### src/rtl/uart_pkg.sv
// Shared types and register map for the memory-mapped UART transmitter.
package uart_pkg;
    typedef enum logic [1:0] {IDLE, START, DATA, STOP} uart_state_e;

    localparam logic [1:0] UART_TXDATA  = 2'd0;
    localparam logic [1:0] UART_STATUS  = 2'd1;
    localparam logic [1:0] UART_BAUDDIV = 2'd2;

    localparam int ST_BUSY = 0;
    localparam int ST_OVF  = 1;
    localparam int ST_FULL = 2;
endpackage

### src/rtl/uart_tx_periph_if.sv
// Peripheral bus slice seen by the UART: chip select, store/load, word address, byte mask.
interface uart_tx_periph_if #(parameter int DW = 32);
    logic          cs_i;
    logic          we_i;
    logic [1:0]    addr_i;
    logic [DW-1:0] data_store_i;
    logic [3:0]    mask_i;
    logic [DW-1:0] data_load_o;

    modport master (output cs_i, we_i, addr_i, data_store_i, mask_i, input data_load_o);
    modport slave  (input cs_i, we_i, addr_i, data_store_i, mask_i, output data_load_o);
endinterface

### src/rtl/uart_tx_fifo.sv
// Small synchronous FIFO for pending TX bytes; DEPTH must be a power of two >= 2.
module uart_tx_fifo #(
    parameter int W     = 8,
    parameter int DEPTH = 4
) (
    input  logic                     clk,
    input  logic                     rst_n,
    input  logic                     push_i,
    input  logic [W-1:0]             din_i,
    input  logic                     pop_i,
    output logic [W-1:0]             dout_o,
    output logic                     full_o,
    output logic                     empty_o,
    output logic [$clog2(DEPTH):0]   count_o
);
    localparam int AW = $clog2(DEPTH);

    logic [W-1:0]  mem_q [DEPTH];
    logic [W-1:0]  mem_d [DEPTH];
    logic [AW-1:0] wptr_q, wptr_d, rptr_q, rptr_d;
    logic [AW:0]   cnt_q, cnt_d;

    // Push into a full FIFO is legal when a pop happens on the same edge.
    always_comb begin
        mem_d  = mem_q;
        wptr_d = wptr_q;
        rptr_d = rptr_q;
        if (push_i) begin
            mem_d[wptr_q] = din_i;
            wptr_d        = wptr_q + 1'b1;
        end
        if (pop_i) rptr_d = rptr_q + 1'b1;
        cnt_d = cnt_q + {{AW{1'b0}}, push_i} - {{AW{1'b0}}, pop_i};
    end

    always_ff @(posedge clk or negedge rst_n) begin
        if (!rst_n) begin
            mem_q  <= '{default: '0};
            wptr_q <= '0;
            rptr_q <= '0;
            cnt_q  <= '0;
        end else begin
            mem_q  <= mem_d;
            wptr_q <= wptr_d;
            rptr_q <= rptr_d;
            cnt_q  <= cnt_d;
        end
    end

    assign dout_o  = mem_q[rptr_q];
    assign full_o  = (cnt_q == (AW+1)'(DEPTH));
    assign empty_o = (cnt_q == '0);
    assign count_o = cnt_q;
endmodule

### src/rtl/uart_tx_periph.sv
// Memory-mapped 8N1 UART transmitter: register file, read mux and bit-timing FSM.
// Define UART_TX_FIFO_EN to replace the single holding register with a FIFO_DEPTH-entry FIFO.
module uart_tx_periph
    import uart_pkg::*;
#(
    parameter int DW          = 32,
    parameter int DIV_W       = 16,
    parameter int DEFAULT_DIV = 868,
    parameter int FIFO_DEPTH  = 4
) (
    input  logic              clk,
    input  logic              rst_n,
    uart_tx_periph_if.slave   bus,
    output logic              tx_o
);
    localparam logic [DIV_W-1:0] ONE = DIV_W'(1);

    uart_state_e      state_q, state_d;
    logic [DIV_W-1:0] div_q, div_d, cnt_q, cnt_d, div_eff;
    logic [2:0]       bit_q, bit_d;
    logic [7:0]       sh_q, sh_d;
    logic             ovf_q, ovf_d;
    logic             wr_tx, wr_st, wr_div, accept, pend, pop, full, busy, bit_end;
    logic [7:0]       pend_byte;
    logic [DW-1:0]    rdata;
    logic             unused_bits;

    assign wr_tx  = bus.cs_i & bus.we_i & (bus.addr_i == UART_TXDATA) & bus.mask_i[0];
    assign wr_st  = bus.cs_i & bus.we_i & (bus.addr_i == UART_STATUS) & bus.mask_i[0]
                  & bus.data_store_i[ST_OVF];
    assign wr_div = bus.cs_i & bus.we_i & (bus.addr_i == UART_BAUDDIV);

    assign div_eff = (div_q == '0) ? ONE : div_q;
    assign bit_end = (cnt_q == '0);
    assign busy    = (state_q != IDLE) | pend;
    assign unused_bits = ^{bus.data_store_i[DW-1:DIV_W], bus.mask_i[3:2]};

`ifdef UART_TX_FIFO_EN
    logic                          fifo_empty;
    logic [$clog2(FIFO_DEPTH):0]   unused_fifo_cnt;

    assign accept = wr_tx & (~full | pop);
    assign pend   = ~fifo_empty;

    uart_tx_fifo #(.W(8), .DEPTH(FIFO_DEPTH)) u_fifo (
        .clk     (clk),
        .rst_n   (rst_n),
        .push_i  (accept),
        .din_i   (bus.data_store_i[7:0]),
        .pop_i   (pop),
        .dout_o  (pend_byte),
        .full_o  (full),
        .empty_o (fifo_empty),
        .count_o (unused_fifo_cnt)
    );
`else
    localparam int unused_depth = FIFO_DEPTH;
    logic [7:0] hold_q, hold_d;
    logic       hold_vld_q, hold_vld_d;

    // In IDLE the pending byte is consumed this edge, so the slot is free again.
    assign full      = hold_vld_q & (state_q != IDLE);
    assign accept    = wr_tx & ~full;
    assign pend      = hold_vld_q;
    assign pend_byte = hold_q;

    always_comb begin
        hold_d     = hold_q;
        hold_vld_d = hold_vld_q;
        if (pop) hold_vld_d = 1'b0;
        if (accept) begin
            hold_d     = bus.data_store_i[7:0];
            hold_vld_d = 1'b1;
        end
    end

    always_ff @(posedge clk or negedge rst_n) begin
        if (!rst_n) begin
            hold_q     <= '0;
            hold_vld_q <= 1'b0;
        end else begin
            hold_q     <= hold_d;
            hold_vld_q <= hold_vld_d;
        end
    end
`endif

    // Divisor is sampled only when reloading the baud counter, so a rewrite never cuts a bit short.
    always_comb begin
        state_d = state_q;
        cnt_d   = cnt_q;
        bit_d   = bit_q;
        sh_d    = sh_q;
        pop     = 1'b0;
        if (state_q != IDLE) cnt_d = bit_end ? div_eff - ONE : cnt_q - ONE;
        case (state_q)
            IDLE: if (pend) begin
                state_d = START;
                sh_d    = pend_byte;
                pop     = 1'b1;
                cnt_d   = div_eff - ONE;
            end
            START: if (bit_end) begin
                state_d = DATA;
                bit_d   = '0;
            end
            DATA: if (bit_end) begin
                sh_d = {1'b0, sh_q[7:1]};
                if (bit_q == 3'd7) state_d = STOP;
                else               bit_d   = bit_q + 3'd1;
            end
            STOP: if (bit_end) begin
                if (pend) begin
                    state_d = START;
                    sh_d    = pend_byte;
                    pop     = 1'b1;
                end else begin
                    state_d = IDLE;
                end
            end
            default: state_d = IDLE;
        endcase
    end

    always_comb begin
        ovf_d = ovf_q;
        if (wr_st) ovf_d = 1'b0;
        if (wr_tx && !accept) ovf_d = 1'b1;
        div_d = div_q;
        if (wr_div && bus.mask_i[0]) div_d[7:0]       = bus.data_store_i[7:0];
        if (wr_div && bus.mask_i[1]) div_d[DIV_W-1:8] = bus.data_store_i[DIV_W-1:8];
    end

    always_ff @(posedge clk or negedge rst_n) begin
        if (!rst_n) begin
            state_q <= IDLE;
            cnt_q   <= '0;
            bit_q   <= '0;
            sh_q    <= '0;
            ovf_q   <= 1'b0;
            div_q   <= DIV_W'(DEFAULT_DIV);
        end else begin
            state_q <= state_d;
            cnt_q   <= cnt_d;
            bit_q   <= bit_d;
            sh_q    <= sh_d;
            ovf_q   <= ovf_d;
            div_q   <= div_d;
        end
    end

    always_comb begin
        case (state_q)
            START:   tx_o = 1'b0;
            DATA:    tx_o = sh_q[0];
            default: tx_o = 1'b1;
        endcase
    end

    always_comb begin
        rdata = '0;
        if (bus.cs_i) begin
            case (bus.addr_i)
                UART_STATUS: begin
                    rdata[ST_BUSY] = busy;
                    rdata[ST_OVF]  = ovf_q;
                    rdata[ST_FULL] = full;
                end
                UART_BAUDDIV: rdata[DIV_W-1:0] = div_q;
                default: rdata = '0;
            endcase
        end
    end

    assign bus.data_load_o = rdata;
endmodule

### src/flat_wrapper.sv
// flat-port wrapper written by rule: the top's interface ports become plain ports
module uart_tx_periph_flat import uart_pkg::*;
#(
    parameter int DW          = 32,
    parameter int DIV_W       = 16,
    parameter int DEFAULT_DIV = 868,
    parameter int FIFO_DEPTH  = 4
)
  (clk, rst_n, tx_o, bus_cs_i, bus_we_i, bus_addr_i, bus_data_store_i, bus_mask_i, bus_data_load_o);
  uart_tx_periph_if #(.DW(DW)) bus_i ();
  input  logic clk;
  input  logic rst_n;
  output logic tx_o;
  input wire logic [$bits(bus_i.cs_i)-1:0] bus_cs_i;
  input wire logic [$bits(bus_i.we_i)-1:0] bus_we_i;
  input wire logic [$bits(bus_i.addr_i)-1:0] bus_addr_i;
  input wire logic [$bits(bus_i.data_store_i)-1:0] bus_data_store_i;
  input wire logic [$bits(bus_i.mask_i)-1:0] bus_mask_i;
  output wire logic [$bits(bus_i.data_load_o)-1:0] bus_data_load_o;
  assign bus_i.cs_i = bus_cs_i;
  assign bus_i.we_i = bus_we_i;
  assign bus_i.addr_i = bus_addr_i;
  assign bus_i.data_store_i = bus_data_store_i;
  assign bus_i.mask_i = bus_mask_i;
  assign bus_data_load_o = bus_i.data_load_o;
  uart_tx_periph #(.DW(DW), .DIV_W(DIV_W), .DEFAULT_DIV(DEFAULT_DIV), .FIFO_DEPTH(FIFO_DEPTH)) u_core (.clk(clk), .rst_n(rst_n), .bus(bus_i), .tx_o(tx_o));
endmodule
### config.mk
export PLATFORM = sky130hd
export DESIGN_NAME = uart_tx_periph_flat
export DESIGN_NICKNAME = d
export VERILOG_FILES = /design/src/rtl/uart_pkg.sv /design/src/rtl/uart_tx_periph_if.sv /design/src/rtl/uart_tx_fifo.sv /design/src/rtl/uart_tx_periph.sv /design/src/flat_wrapper.sv
export SDC_FILE = /design/constraint.sdc
export NUM_CORES = 1
export LEC_CHECK = 0
export BUFFER_PORTS_ARGS = -buffer_cell sky130_fd_sc_hd__buf_2
export CORE_MARGIN = 2
export CORE_UTILIZATION = 47
export DETAILED_ROUTE_END_ITERATION = 7
export PLACE_DENSITY = 0.7
export SLEW_MARGIN = 20
export SYNTH_ARGS = -nofsm -noshare
export SYNTH_HDL_FRONTEND = slang
export SYNTH_HIERARCHICAL = 1
export SYNTH_SLANG_ARGS = --single-unit
### constraint.sdc
create_clock -name clk -period 3.3 [get_ports clk]
set_clock_uncertainty 0.1 [all_clocks]
set_input_delay 0.33 -clock clk [delete_from_list [all_inputs] [get_ports clk]]
set_output_delay 0.33 -clock clk [all_outputs]
set_load 0.02 [all_outputs]
==> flow_summary.toml <==
[run_status]
outcome = "complete, but fails checks"
violations = "hold timing"

[placed_design]
dp_hpwl_um = 5390
gp_congestion = 0.864
io_buffers = 40
place_ws_ns = 0.124

[synthesis]
synth_seq_cells = 55
synth.yosys.warnings = 6
syn_area_mm2 = 0.00349
ys.flop_type = "dfrtp_1"
synth_cell_type_count = 54
async_flop_share_pct = 100
synth_edf_count = 0
synthCells = 357
avgSynthCellArea_um2 = 9.77
seq_area_frac_synth_pct = 39.6

[clock_tree]
ctsHoldBuffers = 0
clk_pin_slew_ns = 0.11
cts.sinks = 55
cts_tree = "done"
cts_htree_levels = 2
cts_buffers = 5
cts.path.max_buffers = 2
cts_root_buffer = "clkbuf_8"
worstSkewPairLatency_ns = 0.31

[global_route]
grt_util_all_layers_pct = 18.5
grt-ovfl-total = 0
grt_pass1_wl_um = 12600
antenna_found_initial = 0
first_global_vias = 2684
grt_max_degree = 36

[critical_path]
cp.required_ns = 3.41
cp_cell_sequence = "or4_4 > nor4_2 > a21oi_1 > ha_1 > nor3b_1 > nor3b_1 > xnor2_1 > a21oi_1 > mux2_2"
path_class = "reg -> reg"
arrival_ns = 3.14
slowest_delay_ns = 0.57
end_kind = "flop"
crit_path_max_fanout = 7
start_kind = "flop"
crit_path_top_delay_cell = "or4_4"

[timing]
hold_viol_final = 13
slew_viol_final = 0
final-setup-viol-count = 0
period_needed_ns = 3.03
max_freq_mhz = 330
rsz0062_at_grt = "false"
setup_tns_ns = 0
setup_ws_ns = 0.268
hold_slack_ns = -0.00797
tightest_slew_ns = 0.869
min_period_over_period_pct = 91.9
slew_headroom_pct = 42.1

[cells_and_area]
drive_above_1_share_pct = 25.4
syn_to_final_growth_pct = 10.2
antenna-diode-count = 0
nFillCells = 695
seqCellArea_mm2 = 0.00138
multi_input_area_mm2 = 0.00195
layout.nets = 451

[pwr]
ir_drop_v = 0.000425
power_density_mw_per_mm2 = 766
power.leakage_nw = 1.70
p_total_mw = 2.94

[floorplanning]
start_util_pct = 48.3
fp.coreArea_mm2 = 0.00721
num_rows = 31
dieArea_mm2 = 0.00812
die_width_um = 90.1
die_y_um = 90.1
io_pins = 75

[route]
drt-pass1-iter-count = 5
dr.first_iter.drc_count = 147
drt-total-wl_um = 7400
drtAntennaViolNets = 0
post_drt_wl_per_cell_um = 14.9
route.detailed.drc = 0
vias_per_cell = 5.61
dr_total_vias = 2788

[run]
maxCapViolCount = 0

[worst_hold_path]
hold_class = "in -> async"
[layer usage]
layer / part of all wire (%) / global-route usage (%) / wire, µm / vias to the layer above
li1: - / - / - / 1353
met2: 45 / 29.3 / 3350 / 94
met4: 1.9 / 6.28 / 140 / 0
met1: 48 / 26.3 / 3570 / 1327
met3: 4.4 / 2.26 / 329 / 14
met5: 0 / 0 / 0 / -
[power by group]
part           switching, mW  internal (mW)  leakage (nW)
logic                  0.700          0.599          1.00
clock network          0.234          0.153        0.0418
registers              0.316          0.940         0.656
total                   1.25           1.69          1.70
[layout make-up]
class,instances,share of cell area (%)
multi-input combinational,277,50.8
tap,99,3.22
timing repair buffer,47,6.58
clock inverter,2,0.423
sequential,55,36.0
clock buffer,6,1.89
inverter,11,1.07
[critical path: cells and delay by family (launching register included)]
family	cells	cell delay [ns]
compound gates	2	0.30
xor+xnor	1	0.23
fa+ha+maj	1	0.26
flops	1	0.47
mux	1	0.27
simple gates	4	1.30
[synthesized netlist by cell type, types with 10 or more instances]
library cell	count	area, µm²
inv_1	11	41.3
nor2_1	35	131
a21oi_1	19	95.1
nand2_1	15	56.3
mux2i_1	10	100
buf_4	17	128
dfrtp_1	50	1250
clkbuf_1	10	37.5
mux2_2	28	315
o21ai_0	16	80.1
ha_1	12	150
and3_1	14	87.6
[final timing paths]
path | cells after the start | slack [ns] | end | start
max in group asynchronous | 2 | 2.26 | u_core/div_q[6]$_DFFE_PN1P_ | rst_n
worst min register to register | 1 | 0.41 | u_core/hold_q[4]$_DFFE_PN0P_ | u_core/hold_q[4]$_DFFE_PN0P_
min in group clk | 2 | 0.15 | u_core/div_q[10]$_DFFE_PN0P_ | bus_data_store_i[10]
worst max-delay path | 9 | 0.27 | u_core/cnt_q[6]$_DFF_PN0_ | u_core/div_q[4]$_DFFE_PN0P_
worst min-delay path | 1 | -0.008 | u_core/cnt_q[9]$_DFF_PN0_ | rst_n
worst max register to register | 9 | 0.27 | u_core/cnt_q[6]$_DFF_PN0_ | u_core/div_q[4]$_DFFE_PN0P_
[registers in the layout (all words and copies together), names as in the netlist]
name and count:
u_core/cnt_q 16, u_core/ovf_q 1, u_core/bit_q 3, u_core/hold_vld_q 1
u_core/div_q 16, u_core/state_q 2, u_core/hold_q 8, u_core/sh_q 8
[cell usage in the layout (no fill, tap or decap), types with 3 or more instances in the layout]
master / netlist / final
nor2_1: 35 / 35
dfrtp_1: 50 / 50
nand2_1: 15 / 15
o31ai_1: 3 / 3
nand3_1: 8 / 8
clkbuf_8: 0 / 5
dfstp_2: 5 / 5
nor3_1: 7 / 7
or2_2: 4 / 4
xor2_1: 9 / 9
ha_1: 12 / 12
a221oi_1: 3 / 3
or4_1: 3 / 3
nor3b_1: 6 / 6
mux2i_1: 10 / 10
a211oi_1: 3 / 3
nor4_1: 4 / 3
a22o_1: 5 / 5
a21oi_1: 19 / 19
conb_1: 1 / 16
buf_4: 17 / 7
a22oi_1: 3 / 3
mux2_2: 28 / 28
inv_1: 11 / 11
o21ai_0: 16 / 16
or3_1: 7 / 7
xnor2_1: 9 / 9
nand4_1: 3 / 3
o22ai_1: 3 / 3
buf_2: 1 / 40
a31oi_1: 3 / 3
and3_1: 14 / 14
[stage by stage]
step / instances / hold slack, ns / util [%] / area [µm²]
5_1_grt: 497 / 0.0485 / 53.2 / 3840
2_1_floorplan: 372 / -0.0656 / - / 3540
3_5_place_dp: 489 / 0.358 / 51.9 / 3750
6_report: 497 / -0.00797 / 53.2 / 3840
4_1_cts: 497 / 0.0143 / 53.2 / 3830
3_3_place_gp: 489 / 0.359 / 51.9 / 3750
[kinds of logic (layout without fill, tap and decap cells)]
logic type,Yosys count,after routing,share of synthesized area (%)
flip-flops,55,55,39.6
buffers and inverters,40,66,6.17
multiplexers,38,38,11.9
XOR/XNOR,18,18,4.52
AND/OR/NAND/NOR,121,121,19.8
other,1,16,0.108
adder cells (fa/ha/maj),12,12,4.31
AO/OA/AOI/OAI,72,72,13.5
[timing repair]
item	CTS	global route
setup buffers	0	0
endpoints found under the setup margin	0	2
resized for setup	0	1
Note: power is estimated with default switching activity, not from simulation.
